==> config.mk <==
export PLATFORM = sky130hd
export DESIGN_NAME = sample_capture_ctrl_flat
export DESIGN_NICKNAME = d
export VERILOG_FILES = /design/src/rtl/sample_capture_if.sv /design/src/rtl/sample_capture_ctrl.sv /design/src/flat_wrapper.sv
export SDC_FILE = /design/constraint.sdc
export NUM_CORES = 1
export LEC_CHECK = 0
export CAP_MARGIN = 20
export CORE_MARGIN = 10
export CORE_UTILIZATION = 56
export CTS_CLUSTER_DIAMETER = 120
export DETAILED_ROUTE_END_ITERATION = 12
export PLACE_DENSITY = 0.85
export SYNTH_ARGS = -nofsm -noshare
export SYNTH_HDL_FRONTEND = slang
export SYNTH_SLANG_ARGS = --single-unit
==> constraint.sdc <==
create_clock -name clk -period 7.8 [get_ports clk]
set_input_delay 1.17 -clock clk [delete_from_list [all_inputs] [get_ports clk]]
set_output_delay 1.17 -clock clk [all_outputs]
set_load 0.005 [all_outputs]
==> src/rtl/sample_capture_if.sv <==
// Handshake, sample and memory-write-port signals of the capture controller.
// slave: the controller itself; master: the block that drives and observes it.
interface sample_capture_if #(
    parameter int ADDR_WIDTH = 15,
    parameter int DATA_WIDTH = 16
);
    logic                  start;
    logic                  abort;
    logic [ADDR_WIDTH:0]   num_samples;
    logic                  trigger;
    logic                  sample_valid;
    logic [DATA_WIDTH-1:0] sample_data;
    logic [ADDR_WIDTH-1:0] mem_addr;
    logic [DATA_WIDTH-1:0] mem_wr_data;
    logic                  mem_wr_en;
    logic                  busy;
    logic                  done;
    logic [ADDR_WIDTH:0]   sample_count;

    modport master (
        output start, abort, num_samples, trigger, sample_valid, sample_data,
        input  mem_addr, mem_wr_data, mem_wr_en, busy, done, sample_count
    );

    modport slave (
        input  start, abort, num_samples, trigger, sample_valid, sample_data,
        output mem_addr, mem_wr_data, mem_wr_en, busy, done, sample_count
    );
endinterface

==> src/rtl/sample_capture_ctrl.sv <==
// Triggered ADC capture into memory port A with length clamp, abort and restart.
// Define DECIMATE_EN to accept only every DECIM-th valid sample during capture.
module sample_capture_ctrl #(
    parameter int ADDR_WIDTH = 15,
    parameter int DATA_WIDTH = 16,
    parameter int DECIM      = 4
) (
    input  logic            clk,
    input  logic            rst,
    sample_capture_if.slave bus
);

    typedef enum logic [1:0] {IDLE, ARMED, CAPTURE, DONE} state_t;

`ifdef DECIMATE_EN
    localparam bit DecimOn = 1'b1;
`else
    localparam bit DecimOn = 1'b0;
`endif
    // Terminal decimation count; zero makes every valid sample in the window eligible.
    localparam logic [7:0] DecimLast = DecimOn ? 8'(DECIM - 1) : 8'd0;
    localparam logic [ADDR_WIDTH:0]   CntOne = (ADDR_WIDTH + 1)'(1);
    localparam logic [ADDR_WIDTH-1:0] PtrOne = ADDR_WIDTH'(1);

    state_t                state;
    state_t                state_nxt;
    logic                  start_ok;
    logic                  win_vld;
    logic                  accept;
    logic                  last;
    logic [ADDR_WIDTH:0]   len;
    logic [ADDR_WIDTH:0]   count;
    logic [ADDR_WIDTH-1:0] ptr;
    logic [7:0]            dec_cnt;
    logic                  wr_vld_p1;
    logic [ADDR_WIDTH-1:0] wr_addr_p1;
    logic [DATA_WIDTH-1:0] wr_data_p1;

    // Saturate a requested length to the memory depth so the pointer never wraps.
    function automatic logic [ADDR_WIDTH:0] sat_len(input logic [ADDR_WIDTH:0] n);
        logic [ADDR_WIDTH:0] depth;
        depth             = '0;
        depth[ADDR_WIDTH] = 1'b1;
        return (n > depth) ? depth : n;
    endfunction

    always_ff @(posedge clk or posedge rst) begin
        if (rst) begin
            state <= IDLE;
        end else begin
            state <= state_nxt;
        end
    end

    always_comb begin
        state_nxt = state;
        start_ok  = 1'b0;
        win_vld   = 1'b0;
        accept    = 1'b0;
        last      = 1'b0;
        if (bus.abort) begin
            state_nxt = IDLE;
        end else begin
            case (state)
                IDLE, DONE: begin
                    if (bus.start && (bus.num_samples != '0)) begin
                        start_ok  = 1'b1;
                        state_nxt = ARMED;
                    end
                end
                ARMED: begin
                    if (bus.trigger) begin
                        state_nxt = CAPTURE;
                        win_vld   = bus.sample_valid;
                    end
                end
                CAPTURE: begin
                    win_vld = bus.sample_valid;
                end
                default: begin
                    state_nxt = IDLE;
                end
            endcase
        end
        accept = win_vld && (dec_cnt == 8'd0);
        last   = accept && ((count + CntOne) == len);
        if (last) begin
            state_nxt = DONE;
        end
    end

    // Stage p1: accepted sample becomes a registered write; pointer and count advance with it.
    always_ff @(posedge clk or posedge rst) begin
        if (rst) begin
            wr_vld_p1  <= 1'b0;
            wr_addr_p1 <= '0;
            wr_data_p1 <= '0;
            len        <= '0;
            count      <= '0;
            ptr        <= '0;
            dec_cnt    <= 8'd0;
        end else begin
            wr_vld_p1 <= accept;
            if (start_ok) begin
                len     <= sat_len(bus.num_samples);
                count   <= '0;
                ptr     <= '0;
                dec_cnt <= 8'd0;
            end
            if (win_vld) begin
                dec_cnt <= (dec_cnt == DecimLast) ? 8'd0 : dec_cnt + 8'd1;
            end
            if (accept) begin
                wr_addr_p1 <= ptr;
                wr_data_p1 <= bus.sample_data;
                ptr        <= ptr + PtrOne;
                count      <= count + CntOne;
            end
        end
    end

    assign bus.mem_wr_en    = wr_vld_p1;
    assign bus.mem_addr     = wr_addr_p1;
    assign bus.mem_wr_data  = wr_data_p1;
    assign bus.sample_count = count;
    assign bus.busy         = (state == ARMED) || (state == CAPTURE);
    assign bus.done         = (state == DONE);

endmodule

==> src/flat_wrapper.sv <==
// flat-port wrapper written by rule: the top's interface ports become plain ports
module sample_capture_ctrl_flat 
#(
    parameter int ADDR_WIDTH = 15,
    parameter int DATA_WIDTH = 16,
    parameter int DECIM      = 4
)
  (clk, rst, bus_start, bus_abort, bus_num_samples, bus_trigger, bus_sample_valid, bus_sample_data, bus_mem_addr, bus_mem_wr_data, bus_mem_wr_en, bus_busy, bus_done, bus_sample_count);
  sample_capture_if #(.ADDR_WIDTH(ADDR_WIDTH), .DATA_WIDTH(DATA_WIDTH)) bus_i ();
  input  logic clk;
  input  logic rst;
  input wire logic [$bits(bus_i.start)-1:0] bus_start;
  input wire logic [$bits(bus_i.abort)-1:0] bus_abort;
  input wire logic [$bits(bus_i.num_samples)-1:0] bus_num_samples;
  input wire logic [$bits(bus_i.trigger)-1:0] bus_trigger;
  input wire logic [$bits(bus_i.sample_valid)-1:0] bus_sample_valid;
  input wire logic [$bits(bus_i.sample_data)-1:0] bus_sample_data;
  output wire logic [$bits(bus_i.mem_addr)-1:0] bus_mem_addr;
  output wire logic [$bits(bus_i.mem_wr_data)-1:0] bus_mem_wr_data;
  output wire logic [$bits(bus_i.mem_wr_en)-1:0] bus_mem_wr_en;
  output wire logic [$bits(bus_i.busy)-1:0] bus_busy;
  output wire logic [$bits(bus_i.done)-1:0] bus_done;
  output wire logic [$bits(bus_i.sample_count)-1:0] bus_sample_count;
  assign bus_i.start = bus_start;
  assign bus_i.abort = bus_abort;
  assign bus_i.num_samples = bus_num_samples;
  assign bus_i.trigger = bus_trigger;
  assign bus_i.sample_valid = bus_sample_valid;
  assign bus_i.sample_data = bus_sample_data;
  assign bus_mem_addr = bus_i.mem_addr;
  assign bus_mem_wr_data = bus_i.mem_wr_data;
  assign bus_mem_wr_en = bus_i.mem_wr_en;
  assign bus_busy = bus_i.busy;
  assign bus_done = bus_i.done;
  assign bus_sample_count = bus_i.sample_count;
  sample_capture_ctrl #(.ADDR_WIDTH(ADDR_WIDTH), .DATA_WIDTH(DATA_WIDTH), .DECIM(DECIM)) u_core (.clk(clk), .rst(rst), .bus(bus_i));
endmodule
; Yosys cells after proc, flatten, opt, wreduce, memory -nomap -nowiden
; Index checks and enable logic that the tools add are counted.
; Widths: inputs -> output; s select.
[word_totals]
reg_bits = 89
inputBits = 38
out_inout_bits = 50
word_cells = 49
[op_classes]
addsub = 3
n_lt_le_gt_ge = 1
n_eq_ne = 6
mux = 19
n_reduce_logical = 12
[op_table]
columns = operator, count
row1 = $mux 16, 3
row2 = $mux 15, 2
row3 = $mux 8, 3
row4 = $add 16x1->16 const B, 1
row5 = $eq 16x16->1, 1
row6 = $gt 16x16->1 const B, 1
row7 = $reduce_bool 16->1, 1
row8 = $add 15x1->15 const B, 1
row9 = $add 8x1->8 const B, 1
row10 = $logic_not 8->1, 1
row11 = $mux 2, 4
row12 = $mux 1, 5
row13 = $eq 2x2->1 const B, 2
row14 = $ne 4x2->1 const B, 1
row15 = $ne 4x3->1 const B, 1
row16 = $pmux 2 s2, 1
row17 = $reduce_bool 2->1, 2
row18 = $reduce_bool 4->1, 1
row19 = $logic_and 1x1->1, 3
row20 = $reduce_and 3->1, 1
row21 = $eq 2x1->1 const B, 1
row22 = $logic_not 2->1, 1
row23 = $pmux 1 s2, 1
row24 = $reduce_or 2->1, 1
row25 = $logic_or 1x1->1, 1

; Logic depth before layout (Yosys ltp)
[depth]
word_depth = 7
mapped_depth = 10
ltp_nobuf = 10

; Worst setup path before layout
; OpenSTA, ideal clock, no wires.
[synth_path]
path_type = input port to flip-flop
from = input bus_num_samples[5]
to = register u_core.dec_cnt[5]
setup_ps = 110
t_arrival_ps = 2522
required_time_ps = 7690
slack_ps = 5168
path_stages = 8
n_path_buf = 2
cell_sequence = nor4_1 -> nand4b_1 -> o311ai_2 -> buf_4 -> nor2b_1 -> clkbuf_1 -> o21ai_0 -> o41ai_1
[synth_between]
elab_chain_len = 6
[synth_lines]
columns = item, line_no
row1 = "start, declared", flat_wrapper.sv:14  ; input wire logic [$bits(bus_i.num_samples)-1:0] bus_num_samples;
row2 = $reduce_bool 16->1, sample_capture_ctrl.sv:66  ; if (bus.start && (bus.num_samples != '0)) begin
row3 = $logic_and 1x1->1, sample_capture_ctrl.sv:66
row4 = $mux 1, sample_capture_ctrl.sv:66
row5 = $mux 1, sample_capture_ctrl.sv:64  ; case (state)
row6 = $mux 1, sample_capture_ctrl.sv:61  ; if (bus.abort) begin
row7 = $reduce_bool 2->1 (no source line), n/a
row8 = "end signal, assigned", sample_capture_ctrl.sv:111  ; dec_cnt <= (dec_cnt == DecimLast) ? 8'd0 : dec_cnt + 8'd1;
row9 = "end, declared", sample_capture_ctrl.sv:34  ; logic [7:0] dec_cnt;
; Every way passes these cells.
; A chain may end at the register's enable or synchronous reset.

; Worst setup path in the final report
[layout_path]
from = input bus_abort
to = register u_core.state[0]
[layout_between]
elab_chain_len = 5
word_cells_on_any_way = 9
cone_classes = eq/ne (2) / mux (3) / reduce/logical (4)
[layout_lines]
columns = item, line_no
row1 = "start, declared", flat_wrapper.sv:13  ; input wire logic [$bits(bus_i.abort)-1:0] bus_abort;
row2 = $mux 1, sample_capture_ctrl.sv:61
row3 = $logic_and 1x1->1, sample_capture_ctrl.sv:85  ; accept = win_vld && (dec_cnt == 8'd0);
row4 = $logic_and 1x1->1, sample_capture_ctrl.sv:86  ; last = accept && ((count + CntOne) == len);
row5 = "$ne 4x2->1 (no source line), or another cell as far along", n/a
row6 = $reduce_and 3->1 (no source line), n/a
row7 = "end signal, assigned", sample_capture_ctrl.sv:51  ; state <= state_nxt;
row8 = "end, declared", sample_capture_ctrl.sv:25  ; state_t state;
; Several ways; a longest one is shown, not always the timed one.

==> impl_metrics.tcl <==
set metrics [dict create \
    status "complete, no violations" \
    first_pass_iters 5 \
    power_density_mw_per_mm2 197 \
    grt_pass1_wl_microns 19200 \
    p_switching_mw 0.339 \
    avgSynthCellArea_sq_um 8.60 \
    worst_ep_required_time_ps 8080 \
    arrival_ps 4120 \
    numCtsBuffers 9 \
    ant_nets 0 \
    placed_area_sq_mm 0.00553 \
    synth_ff_type "dfrtp_1" \
    synth_async_sr_flop_share 1.00 \
    regArea_sq_mm 0.00223 \
    worst-path-max-fanout 69 \
    maxCapViolCount 0 \
    start_util 0.572 \
    p_leak_nw 2.60 \
    place_congestion 0.836 \
    dp.cells 703 \
    max-slew-margin-rel 0.410 \
    ctsHoldBuffers 0 \
    synth-seq-cells 89 \
    fmax_mhz 260 \
    ir_worst_vdd_uv 107 \
    dieArea_sq_mm 0.0123 \
    hp-start "u_core.bus.mem_addr[5]$_DFFE_PP0P_" \
    wl_per_cell_microns 15.9 \
    r2r_setup_slack_ps 4440 \
    swShare 0.299 \
    grt_use_total 0.179 \
    io_pins 88 \
    power_frac_comb 0.240 \
    antenna_found_initial 0 \
    min_path_cells 2 \
    cts.sinks 89 \
    grt_start_max_net_pins 90 \
    layout.nets 656 \
    std_cell_rows 33 \
    final-hold-violation-count 0 \
    synth_enable_flop_cells 0 \
    ys_types 58 \
    drv_slew 0 \
    yosys.area.top_type "dfrtp_1" \
    crit_type "primary input to flop" \
    clk_latency_ps 360 \
    synth_top_area_share 0.479 \
    clockRootBuffer "clkbuf_8" \
    yosysWarnings 0 \
    syn_to_final_growth_pct 23.6 \
    drive_gt1_frac 0.0617 \
    intPower_mw 0.795 \
    rr_worst_depth 11 \
    critPathLaunchType "primary input" \
    r2r_end "u_core.state[0]$_DFFE_PP0P_" \
    drc_errors 0 \
    wl_microns 11400 \
    period_minus_slack_ps 3840 \
    dr.first_iter.drc_count 332 \
    die_h_microns 111 \
    grt_overflow 0 \
    setup_viol 0 \
    fp.dieW_microns 111 \
    fin_hold_ws_ps 481 \
    fin_crit_sh 0.492 \
    final_area_sq_mm 0.00575 \
    reg2reg_from "u_core.state[0]$_DFFE_PP0P_" \
    cts_htree_levels 3 \
    post_cts_resized 0 \
    portBuffers 87 \
    clock_skew_ps 16.5 \
    dpl.hpwl_microns 7920 \
    critPathCaptureType "flop" \
    synthTopCellsByArea "dfrtp_1 (48%), nand2_1 (12%), o21ai_0 (7.5%)" \
    grt_pass1_vias 4054 \
    ctsLongestPathBuffers 2 \
    viasPerCell 5.68 \
    utilization 0.707 \
    p_clk_frac 0.256 \
    synth.net_count 586 \
    fin_cells 721 \
    worst_pin_slew_ps 884 \
    tns_ps 0 \
    multi_input_area_sq_mm 0.00225 \
    vias 4095 \
    hold_path_end "u_core.bus.mem_addr[5]$_DFFE_PP0P_" \
    n_antenna_cell 0 \
    synthCells 541 \
    cts_tree "yes" \
    post_cts_buffers 0 \
    path_clk_slew_ps 90 \
    core_area_sq_mm 0.00813 \
    sequentialPowerShare 0.503 \
    fillerInstances 640 \
    hold_class "flop to flop" \
    ys_seq_area_frac 0.479 \
    synthesis.area_sq_mm 0.00465 \
    grt_setup_unrepaired "no" \
]
layer usage:
layer,global-route usage,share of wire,vias up,wire length (microns)
met1,0.214,0.42,1944,4850
met2,0.310,0.49,149,5630
li1,-,-,1978,-
met4,0.0454,0.017,0,189
met5,0,0,-,0
met3,0.0487,0.067,24,763
cell type report:
cell class	instances	area share
inverter	9	0.00609
tap	105	0.0228
sequential	89	0.387
clock buffer	10	0.0222
timing repair buffer	92	0.162
multi-input combinational	410	0.391
clock inverter	6	0.00870
through the flow:
stage	total power [mW]	worst slack, ps
floorplan	0.698	4320
global placement	0.834	3720
detailed placement	0.850	3620
CTS	1.14	3970
global route	1.20	3630
finish	1.13	3960
logic make-up (layout without fill, tap and decap cells):
kind of cell    Yosys count  count (layout)  synth area share
fa+ha+maj                 7               7            0.0188
simple gates            267             267             0.270
buf+inv                  42             117            0.0412
mux                       5               5            0.0113
compound gates          106             106             0.133
flops                    89              89             0.479
xor+xnor                 25              25            0.0471
worst max-delay path: stages:
cell and delay (ps):
clkdlybuf4s50_1 470, nor3b_1 190, nor2b_1 250, nand3_2 80
buf_4 340, inv_2 740, nand4_1 170, nor4_1 340
o2111ai_1 200, o21ai_1 120
registers in the layout (all words and copies together) (netlist names):
signal                   count
u_core.bus.mem_addr         15
u_core.bus.mem_wr_data      16
u_core.bus.mem_wr_en         1
u_core.bus.sample_count     16
u_core.dec_cnt               8
u_core.len                  16
u_core.ptr                  15
u_core.state                 2
power groups by stage:
stage	registers [mW]	clock network [mW]	logic [mW]
floorplan	0.575	0	0.123
global placement	0.576	0	0.258
detailed placement	0.579	0	0.271
CTS	0.570	0.295	0.273
global route	0.580	0.313	0.302
finish	0.570	0.291	0.273
cell usage after synthesis (all sizes together) (3+ instances only):
| cell | n |
|---|---|
| o31ai | 7 |
| nor2b | 7 |
| a21oi | 7 |
| and4 | 3 |
| and3 | 5 |
| inv | 9 |
| mux2i | 3 |
| nand2b | 10 |
| o21ai | 72 |
| and2 | 7 |
| nor2 | 29 |
| a31oi | 4 |
| xor2 | 16 |
| nor3b | 3 |
| clkbuf | 24 |
| nand3 | 22 |
| nor4 | 7 |
| buf | 9 |
| xnor2 | 9 |
| nand2 | 152 |
| nor3 | 6 |
| dfrtp | 89 |
| ha | 7 |
| nand4 | 9 |
how the worst max path moves through the flow:
stage | end | slack [ps] | startpoint | depth (start not counted)
after CTS | u_core.bus.sample_count[8]$_DFFE_PP0P_ | 3970 | bus_num_samples[5] | 8
after detailed placement | u_core.bus.sample_count[8]$_DFFE_PP0P_ | 3620 | bus_num_samples[5] | 8
final | u_core.state[0]$_DFFE_PP0P_ | 3960 | bus_abort | 10
after global placement | u_core.bus.sample_count[8]$_DFFE_PP0P_ | 3720 | bus_num_samples[5] | 8
after floorplan | u_core.bus.mem_addr[0]$_DFFE_PP0P_ | 4320 | rst | 1
after global routing | u_core.state[0]$_DFFE_PP0P_ | 3630 | bus_abort | 10
cell usage in the layout (no fill, tap or decap), types with 4 or more instances in the layout:
master           netlist  routed
clkbuf_8               0       9
a31oi_1                4       4
nand3_1               21      20
dfrtp_1               89      89
nand4_1                7       7
nor2b_1                7       7
nor4_1                 6       6
ha_1                   7       7
a21oi_1                7       7
xnor2_1                9       9
clkdlybuf4s50_1        0      87
o31ai_1                7       7
and2_1                 5       5
o21ai_0               70      70
nor3_1                 4       4
and3_1                 5       5
nor2_1                29      29
xor2_1                16      16
nand2b_1              10      10
nand2_1              151     151
inv_1                  8       7
Note: power is estimated with default switching activity, not from simulation.
